### src/rtl/load_pkg.sv
// rtl/load_pkg.sv - shared size encodings, FSM states and misalign detect for the load unit
package load_pkg;

  localparam logic [1:0] SZ_HALF = 2'b10;
  localparam logic [1:0] SZ_BYTE = 2'b11;

  typedef enum logic [1:0] {
    ST_IDLE = 2'd0,
    ST_WAIT = 2'd1,
    ST_RESP = 2'd2
  } load_state_t;

  // Bytes are always aligned; any size code that is not half/byte is a word.
  function automatic logic is_misaligned(input logic [1:0] lane, input logic [1:0] size);
    case (size)
      SZ_BYTE: is_misaligned = 1'b0;
      SZ_HALF: is_misaligned = lane[0];
      default: is_misaligned = (lane != 2'b00);
    endcase
  endfunction

endpackage

### src/rtl/load_unit_if.sv
// rtl/load_unit_if.sv - request, response and memory-read signal bundle of the load unit
interface load_unit_if #(
  parameter int ADDR_W = 9
);
  logic              req_valid;
  logic              req_ready;
  logic [ADDR_W-1:0] req_addr;
  logic [1:0]        req_size;
  logic              req_signed;

  logic              rsp_valid;
  logic              rsp_ready;
  logic [31:0]       rsp_data;
  logic              rsp_misalign;

  logic [ADDR_W-1:0] mem_addr;
  logic              mem_rd_en;
  logic [31:0]       mem_rd_data;

  // Environment side: core issuing loads plus the data memory answering reads.
  modport master (
    output req_valid, req_addr, req_size, req_signed, rsp_ready, mem_rd_data,
    input  req_ready, rsp_valid, rsp_data, rsp_misalign, mem_addr, mem_rd_en
  );

  modport slave (
    input  req_valid, req_addr, req_size, req_signed, rsp_ready, mem_rd_data,
    output req_ready, rsp_valid, rsp_data, rsp_misalign, mem_addr, mem_rd_en
  );
endinterface

### src/rtl/load_aligner.sv
// rtl/load_aligner.sv - combinational lane extraction and sign/zero extension of a read word
module load_aligner
  import load_pkg::*;
(
  input  logic [31:0] word,
  input  logic [1:0]  lane,
  input  logic [1:0]  size,
  input  logic        is_signed,
  output logic [31:0] data
);

  logic [7:0]  byte_sel;
  logic [15:0] half_sel;

  always_comb begin
    byte_sel = word[{lane, 3'b000} +: 8];
    half_sel = lane[1] ? word[31:16] : word[15:0];
    case (size)
      SZ_BYTE: data = {{24{is_signed & byte_sel[7]}}, byte_sel};
      SZ_HALF: data = {{16{is_signed & half_sel[15]}}, half_sel};
      default: data = word;
    endcase
  end

endmodule

### src/rtl/load_unit.sv
// rtl/load_unit.sv - single-outstanding load initiator; LOAD_UNIT_MISALIGN_EXC_EN enables misalign trapping
module load_unit
  import load_pkg::*;
#(
  parameter int ADDR_W = 9,
  parameter int RD_LAT = 0
) (
  input logic       clk,
  input logic       rstn,
  load_unit_if.slave bus
);

  localparam logic [1:0] LAT = 2'(RD_LAT);

  load_state_t       state;
  logic [1:0]        cnt;
  logic [1:0]        lane_q;
  logic [1:0]        size_q;
  logic              sign_q;
  logic              req_ready_q;
  logic              rsp_valid_q;
  logic [31:0]       rsp_data_q;
  logic              rsp_mis_q;
  logic [ADDR_W-1:0] mem_addr_q;
  logic              mem_rd_en_q;
  logic [31:0]       aligned;
  logic              mis_now;

`ifdef LOAD_UNIT_MISALIGN_EXC_EN
  assign mis_now = is_misaligned(bus.req_addr[1:0], bus.req_size);
`else
  assign mis_now = 1'b0;
`endif

  load_aligner u_aligner (
    .word      (bus.mem_rd_data),
    .lane      (lane_q),
    .size      (size_q),
    .is_signed (sign_q),
    .data      (aligned)
  );

  // In RESP the counter doubles as a settle timer so that rsp_valid rises one
  // edge after the normal capture and two edges after a trapped acceptance.
  always_ff @(posedge clk) begin
    if (!rstn) begin
      state       <= ST_IDLE;
      cnt         <= 2'd0;
      lane_q      <= 2'd0;
      size_q      <= 2'd0;
      sign_q      <= 1'b0;
      req_ready_q <= 1'b1;
      rsp_valid_q <= 1'b0;
      rsp_data_q  <= 32'd0;
      rsp_mis_q   <= 1'b0;
      mem_addr_q  <= '0;
      mem_rd_en_q <= 1'b0;
    end else begin
      case (state)
        ST_IDLE: begin
          if (bus.req_valid) begin
            lane_q      <= bus.req_addr[1:0];
            size_q      <= bus.req_size;
            sign_q      <= bus.req_signed;
            cnt         <= 2'd0;
            req_ready_q <= 1'b0;
            if (mis_now) begin
              rsp_data_q <= 32'd0;
              rsp_mis_q  <= 1'b1;
              state      <= ST_RESP;
            end else begin
              rsp_mis_q   <= 1'b0;
              mem_addr_q  <= bus.req_addr;
              mem_rd_en_q <= 1'b1;
              state       <= ST_WAIT;
            end
          end
        end
        ST_WAIT: begin
          if (cnt == LAT) begin
            rsp_data_q  <= aligned;
            mem_rd_en_q <= 1'b0;
            cnt         <= 2'd1;
            state       <= ST_RESP;
          end else begin
            cnt <= cnt + 2'd1;
          end
        end
        ST_RESP: begin
          if (!rsp_valid_q) begin
            if (cnt == 2'd1) rsp_valid_q <= 1'b1;
            else             cnt         <= cnt + 2'd1;
          end else if (bus.rsp_ready) begin
            rsp_valid_q <= 1'b0;
            req_ready_q <= 1'b1;
            state       <= ST_IDLE;
          end
        end
        default: begin
          state       <= ST_IDLE;
          req_ready_q <= 1'b1;
          rsp_valid_q <= 1'b0;
          mem_rd_en_q <= 1'b0;
        end
      endcase
    end
  end

  assign bus.req_ready    = req_ready_q;
  assign bus.rsp_valid    = rsp_valid_q;
  assign bus.rsp_data     = rsp_data_q;
  assign bus.rsp_misalign = rsp_mis_q;
  assign bus.mem_addr     = mem_addr_q;
  assign bus.mem_rd_en    = mem_rd_en_q;

endmodule
### src/flat_wrapper.sv
// flat-port wrapper written by rule: the top's interface ports become plain ports
module load_unit_flat import load_pkg::*;
#(
  parameter int ADDR_W = 9,
  parameter int RD_LAT = 0
)
  (clk, rstn, bus_req_valid, bus_req_addr, bus_req_size, bus_req_signed, bus_rsp_ready, bus_mem_rd_data, bus_req_ready, bus_rsp_valid, bus_rsp_data, bus_rsp_misalign, bus_mem_addr, bus_mem_rd_en);
  load_unit_if #(.ADDR_W(ADDR_W)) bus_i ();
  input logic clk;
  input logic rstn;
  input wire logic [$bits(bus_i.req_valid)-1:0] bus_req_valid;
  input wire logic [$bits(bus_i.req_addr)-1:0] bus_req_addr;
  input wire logic [$bits(bus_i.req_size)-1:0] bus_req_size;
  input wire logic [$bits(bus_i.req_signed)-1:0] bus_req_signed;
  input wire logic [$bits(bus_i.rsp_ready)-1:0] bus_rsp_ready;
  input wire logic [$bits(bus_i.mem_rd_data)-1:0] bus_mem_rd_data;
  output wire logic [$bits(bus_i.req_ready)-1:0] bus_req_ready;
  output wire logic [$bits(bus_i.rsp_valid)-1:0] bus_rsp_valid;
  output wire logic [$bits(bus_i.rsp_data)-1:0] bus_rsp_data;
  output wire logic [$bits(bus_i.rsp_misalign)-1:0] bus_rsp_misalign;
  output wire logic [$bits(bus_i.mem_addr)-1:0] bus_mem_addr;
  output wire logic [$bits(bus_i.mem_rd_en)-1:0] bus_mem_rd_en;
  assign bus_i.req_valid = bus_req_valid;
  assign bus_i.req_addr = bus_req_addr;
  assign bus_i.req_size = bus_req_size;
  assign bus_i.req_signed = bus_req_signed;
  assign bus_i.rsp_ready = bus_rsp_ready;
  assign bus_i.mem_rd_data = bus_mem_rd_data;
  assign bus_req_ready = bus_i.req_ready;
  assign bus_rsp_valid = bus_i.rsp_valid;
  assign bus_rsp_data = bus_i.rsp_data;
  assign bus_rsp_misalign = bus_i.rsp_misalign;
  assign bus_mem_addr = bus_i.mem_addr;
  assign bus_mem_rd_en = bus_i.mem_rd_en;
  load_unit #(.ADDR_W(ADDR_W), .RD_LAT(RD_LAT)) u_core (.clk(clk), .rstn(rstn), .bus(bus_i));
endmodule
### config.mk
export PLATFORM = sky130hd
export DESIGN_NAME = load_unit_flat
export DESIGN_NICKNAME = d
export VERILOG_FILES = /design/src/rtl/load_pkg.sv /design/src/rtl/load_unit_if.sv /design/src/rtl/load_aligner.sv /design/src/rtl/load_unit.sv /design/src/flat_wrapper.sv
export SDC_FILE = /design/constraint.sdc
export NUM_CORES = 1
export LEC_CHECK = 0
export CORE_ASPECT_RATIO = 0.7
export CORE_UTILIZATION = 41
export DETAILED_ROUTE_END_ITERATION = 10
export PLACE_DENSITY = 0.73
export SETUP_SLACK_MARGIN = 0.2
export SYNTH_ARGS = -nofsm -noshare
export SYNTH_HDL_FRONTEND = slang
export SYNTH_HIERARCHICAL = 1
export SYNTH_SLANG_ARGS = --single-unit
### constraint.sdc
create_clock -name clk -period 2 [get_ports clk]
set_clock_uncertainty 0.1 [all_clocks]
set_input_delay 0.4 -clock clk [delete_from_list [all_inputs] [get_ports clk]]
set_output_delay 0.4 -clock clk [all_outputs]
set_load 0.02 [all_outputs]
# Word-level counts from Yosys, hierarchy flattened
# Index checks and enable logic that the tools add are counted.
# W data, S select, Z words.
[op_classes]
reduce_logical = 10
add_sub_neg = 1
muxes = 23
n_bitwise = 4
shift = 1
n_eq_ne = 11
[ops]
columns = ["op", "count"]
rows = [
  ["$pmux W32 S2", 1],
  ["$shiftx A32 B6 Y8", 1],
  ["$mux W16", 1],
  ["$mux W2", 8],
  ["$pmux W2 S3", 2],
  ["$reduce_and A4 Y1", 3],
  ["$mux W1", 8],
  ["$ne A2 B2 Y1 const B", 4],
  ["$eq A2 B2 Y1 const B", 3],
  ["$pmux W1 S3", 2],
  ["$eq A2 B1 Y1 const B", 2],
  ["$logic_not A2 Y1", 2],
  ["$ne A2 B1 Y1 const B", 2],
  ["$reduce_and A2 Y1", 2],
  ["$reduce_and A3 Y1", 1],
  ["$reduce_bool A3 Y1", 1],
  ["$add A2 B1 Y2 const B", 1],
  ["$and A1 B1 Y1", 2],
  ["$not A1 Y1", 2],
  ["$pmux W1 S2", 1],
  ["$reduce_or A2 Y1", 1],
]
[totals]
elab_cells = 60
output_inout_bits = 45
input_bits = 48
reg_bits = 53

# Longest topological paths before layout
[logic_depth]
ltp_word = 4
depth_mapped = 8
depth_no_buf = 5

# Modules after synthesis
# Netlist, hierarchy kept.
[by_module_without_submodules]
columns = ["module", "cells_each", "seq_area_each_um2", "instances", "area_each_um2"]
rows = [
  ["load_unit", 253, 1021.0, 1, 2029.4],
  ["load_aligner", 113, 0.0, 1, 754.5],
]

# Worst setup path before layout
# No wires, ideal clock.
[synth_path]
kind = "register to register"
startpoint = "register u_core.state[0]"
endpoint = "register u_core.req_ready_q, in the netlist u_core/bus.req_ready"
n_path_buf = 1
arrival_ps = 1659
path_stages_with_launch = 7
setup_time_ps = 120
path_slack_ps = 121
required_time_ps = 1780
synth_period_minus_slack_ps = 1879
cell_sequence = "dfxtp_1 -> inv_1 -> ha_1 -> buf_6 -> nor2b_4 -> or4_4 -> a211o_1"
[synth_between]
elab_chain_len = 3
word_cells_on_any_way = 9
cone_classes = "eq/ne (5); mux (1); bitwise (1); reduce/logical (2)"
[synth_rtl]
columns = ["item", "line", "rtl"]
rows = [
  ["start: declaration", "load_unit.sv:15", "load_state_t state;"],
  ["start signal: assignment", "load_unit.sv:47", "state <= ST_IDLE;"],
  ["start signal: assignment", "load_unit.sv:70", "state <= ST_RESP;"],
  ["start signal: assignment", "load_unit.sv:75", "state <= ST_WAIT;"],
  ["$eq A2 B2 Y1, or another cell as far along", "load_unit.sv:59", "case (state)"],
  ["$ne A2 B1 Y1 (no line), or another cell as far along", "n/a", ""],
  ["$reduce_and A4 Y1 (no line)", "n/a", ""],
  ["end signal: assignment", "load_unit.sv:52", "req_ready_q <= 1'b1;"],
  ["end signal: assignment", "load_unit.sv:66", "req_ready_q <= 1'b0;"],
  ["end signal: assignment", "load_unit.sv:95", "req_ready_q <= 1'b1;"],
  ["end: declaration", "load_unit.sv:20", "logic req_ready_q;"],
]
# Parallel ways exist; a longest one is shown, timed or not.
# A chain may end at the register's enable or synchronous reset.

# Final worst setup path
[layout_path]
startpoint = "register u_core.rsp_data_q[13], in the netlist u_core/bus.rsp_data[13]"
endpoint = "output bus_rsp_data[13]"
[layout_lines]
columns = ["item", "line", "rtl"]
rows = [
  ["start: declaration", "load_unit.sv:22", "logic [31:0] rsp_data_q;"],
  ["start signal: assignment", "load_unit.sv:81", "rsp_data_q <= aligned;"],
  ["end: declaration", "flat_wrapper.sv:19", "output wire logic [$bits(bus_i.rsp_data)-1:0] bus_rsp_data;"],
]
# No word-level cell between the ends.

==> impl_metrics.ini <==
[logic_synthesis]
synthMuxAreaShare = 0.02112
yosysSeqAreaShare = 0.3667
synth_top_family_by_area = compound AO/OA/AOI/OAI gates
ys.flop_type = dfxtp_1
yosys.cell_types.count = 50
ys_ff_latch = 51
avgSynthCellArea_um2 = 7.606
yosys-top-cells-area = dfxtp_1, nand2_1, a21oi_1, inv_1, o22ai_1
synthSimpleGateAreaFrac = 0.2198
synth_nets = 421
synthCells = 366
post-synth-top-count-cell = nand2_1
synth_area_um2 = 2784
yosys.area.top_type = dfxtp_1
synthTopCellsByCount = nand2_1, a21oi_1, dfxtp_1
synth_top_area_share = 0.3667
async_flop_share = 0
synth_edf_count = 0
yosysWarnings = 6
synth-compound-area-share = 0.2665
synth-xor-area-share = 0
synthAdderAreaFrac = 0.03146

[finish]
n_fill_cell = 576
final_area_um2 = 4133
seqCellArea_um2 = 1028
drive_gt1_frac = 0.1236
nNetsFinal = 515
areaGrowthSynthToFinish_pct = 48.45
utilization = 0.6461
multi_input_area_um2 = 1563
diodes = 0

[drt]
ant_nets = 0
drtIter0Drc = 215
dr.pass1.iters = 5
drc_errors = 0
drt_wl_total_um = 8609
wl_per_cell_um = 15.60
vias = 2922
viasPerCell = 5.293

[global_routing]
grt-ovfl-total = 0
grt_usage = 0.2479
grt_pass1_wl_um = 13830
grt_max_degree = 33
grt_antenna_before_repair = 0
grt_pass1_vias = 2778

[sta]
hold_viol = 0
fmax_ghz = 0.5668
period_minus_slack_ns = 1.764
setup_viol = 0
timing.hold.ws_ns = 0.3555
rsz0062_at_grt = false
period_share = 0.8821
finalSetupTns_ns = 0
drv_slew = 0

[worst_setup_path]
worst-path-stages = 1
cp_slowest_cell = clkdlybuf4s50_1
r2r_start = u_core/state[0]
cp.arrival_ns = 1.26
r2r-end = u_core/bus.req_ready
path_delay_family = buffers and inverters
reg2reg_depth = 5
critPathMaxStageDelay_ns = 0.61
crit_buf_inv = 1
worstPathMaxFanout = 2
startpoint_type = register
critPathRequiredTime_ns = 1.50
critPathKind = register to output port
critPathCaptureType = output port
crit_chain = clkdlybuf4s50_1
ff2ff_setup_slack_ns = 0.24

[min_path]
worstHoldEndpoint = u_core/bus.rsp_data[31]
hold_start = u_core/bus.rsp_data[31]
holdPathStages = 2
worstHoldPathType = register to register

[clocking]
clockBufferDepth = 2
clock_latency_ns = 0.31
cts_buffers = 5
htreeDepth = 2
cts_tree = yes
cts_root_buffer = clkbuf_8
cts.sinks = 51
cts.clk_slew.worst_paths_ns = 0.10
hold_buffers = 0

[run_status]
status = finished, final reports clean

[floorplan]
chipHeight_um = 70.94
fp.dieW_um = 100.5
start_util = 0.4353
num_rows = 24
core_area_um2 = 6396
die_area_um2 = 7129
io-pin-count = 93

[run]
maxCapViolCount = 0

[placed_design]
portBuffers = 91
place_area_um2 = 3862
hpwl_um = 6238
place.gp.congestion = 0.9382

[pwr]
max-vdd-ir-drop_mv = 0.7542
p_leak_nw = 2.010
p_per_area_nw_per_um2 = 1059
==> placed cells by master, fill, tap and decap left out, drive strengths merged, types with 8 or more instances in the layout <==
master / Yosys / routed
nor2b: 13 / 13
a21oi: 54 / 54
o22ai: 17 / 17
dlymetal6s2s: 0 / 25
and2: 11 / 11
o221ai: 8 / 8
dfxtp: 51 / 51
inv: 32 / 33
nand2: 96 / 96
buf: 13 / 23
clkdlybuf4s50: 0 / 59
==> metrics by stage <==
stage	worst slack (ns)	power, W	instances
after floorplan	0.2001	0.002695	366
after global placement	-0.07932	0.003462	541
after detailed placement	-0.1541	0.003505	541
after CTS	0.1115	0.004328	550
after global routing	0.2002	0.004668	552
final	0.2357	0.004376	552
==> how the worst max path moves through the flow <==
stage                                  startpoint                 endpoint  slack (ns)
after CTS                        u_core/lane_q[0]          bus_mem_addr[0]        0.11
after floorplan                   u_core/state[0]     u_core/bus.req_ready        0.20
final                     u_core/bus.rsp_data[13]         bus_rsp_data[13]        0.24
after global placement        bus_mem_rd_data[15]  u_core/bus.rsp_data[31]       -0.08
after detailed placement      bus_mem_rd_data[15]  u_core/bus.rsp_data[31]       -0.15
after global routing      u_core/bus.rsp_data[16]         bus_rsp_data[16]        0.20
==> metal layers <==
layer,share of wire,vias to the layer above,GRT usage
li1,-,1441,-
met1,0.47,1338,0.3591
met3,0.084,8,0.05040
met5,0,-,0
met4,0.0059,0,0.05475
met2,0.44,135,0.3805
==> repair_timing <==
item                       4_1_cts  5_1_grt
gates resized for setup         15       33
setup endpoints to repair       24       42
setup buffers                    1        2
pin swaps                        0        0
==> kinds of logic (layout without fill, tap and decap cells) <==
| kind of cell | count (synthesis) | in the layout |
|---|---|---|
| adders and majority gates | 7 | 7 |
| other | 1 | 1 |
| muxes | 4 | 4 |
| and+or+nand+nor | 133 | 133 |
| DFF | 51 | 51 |
| AOI/OAI and AO/OA | 111 | 111 |
| buffers and inverters | 59 | 154 |
==> where the power goes <==
part,total (W),internal (W),switching (W)
Clock,0.000778,0.000412,0.000366
Combinational,0.00216,0.000991,0.00117
Sequential,0.00143,0.00126,0.000175
==> flip-flops by register name, indices dropped and copies added, names as in the netlist <==
signal / cells
u_core/bus.mem_addr: 8
u_core/bus.rsp_valid: 1
u_core/size_q: 2
u_core/state: 2
u_core/sign_q: 1
u_core/bus.rsp_data: 32
u_core/lane_q: 1
u_core/bus.mem_rd_en: 1
u_core/bus.req_ready: 1
u_core/cnt: 2
==> cell type report <==
class | count | area share
timing repair buffer | 114 | 0.2870
tap | 91 | 0.02755
multi-input combinational | 256 | 0.3781
inverter | 32 | 0.02906
sequential | 51 | 0.2489
clock buffer | 6 | 0.01998
clock inverter | 2 | 0.009385
Power figures use the tool's default switching activity.
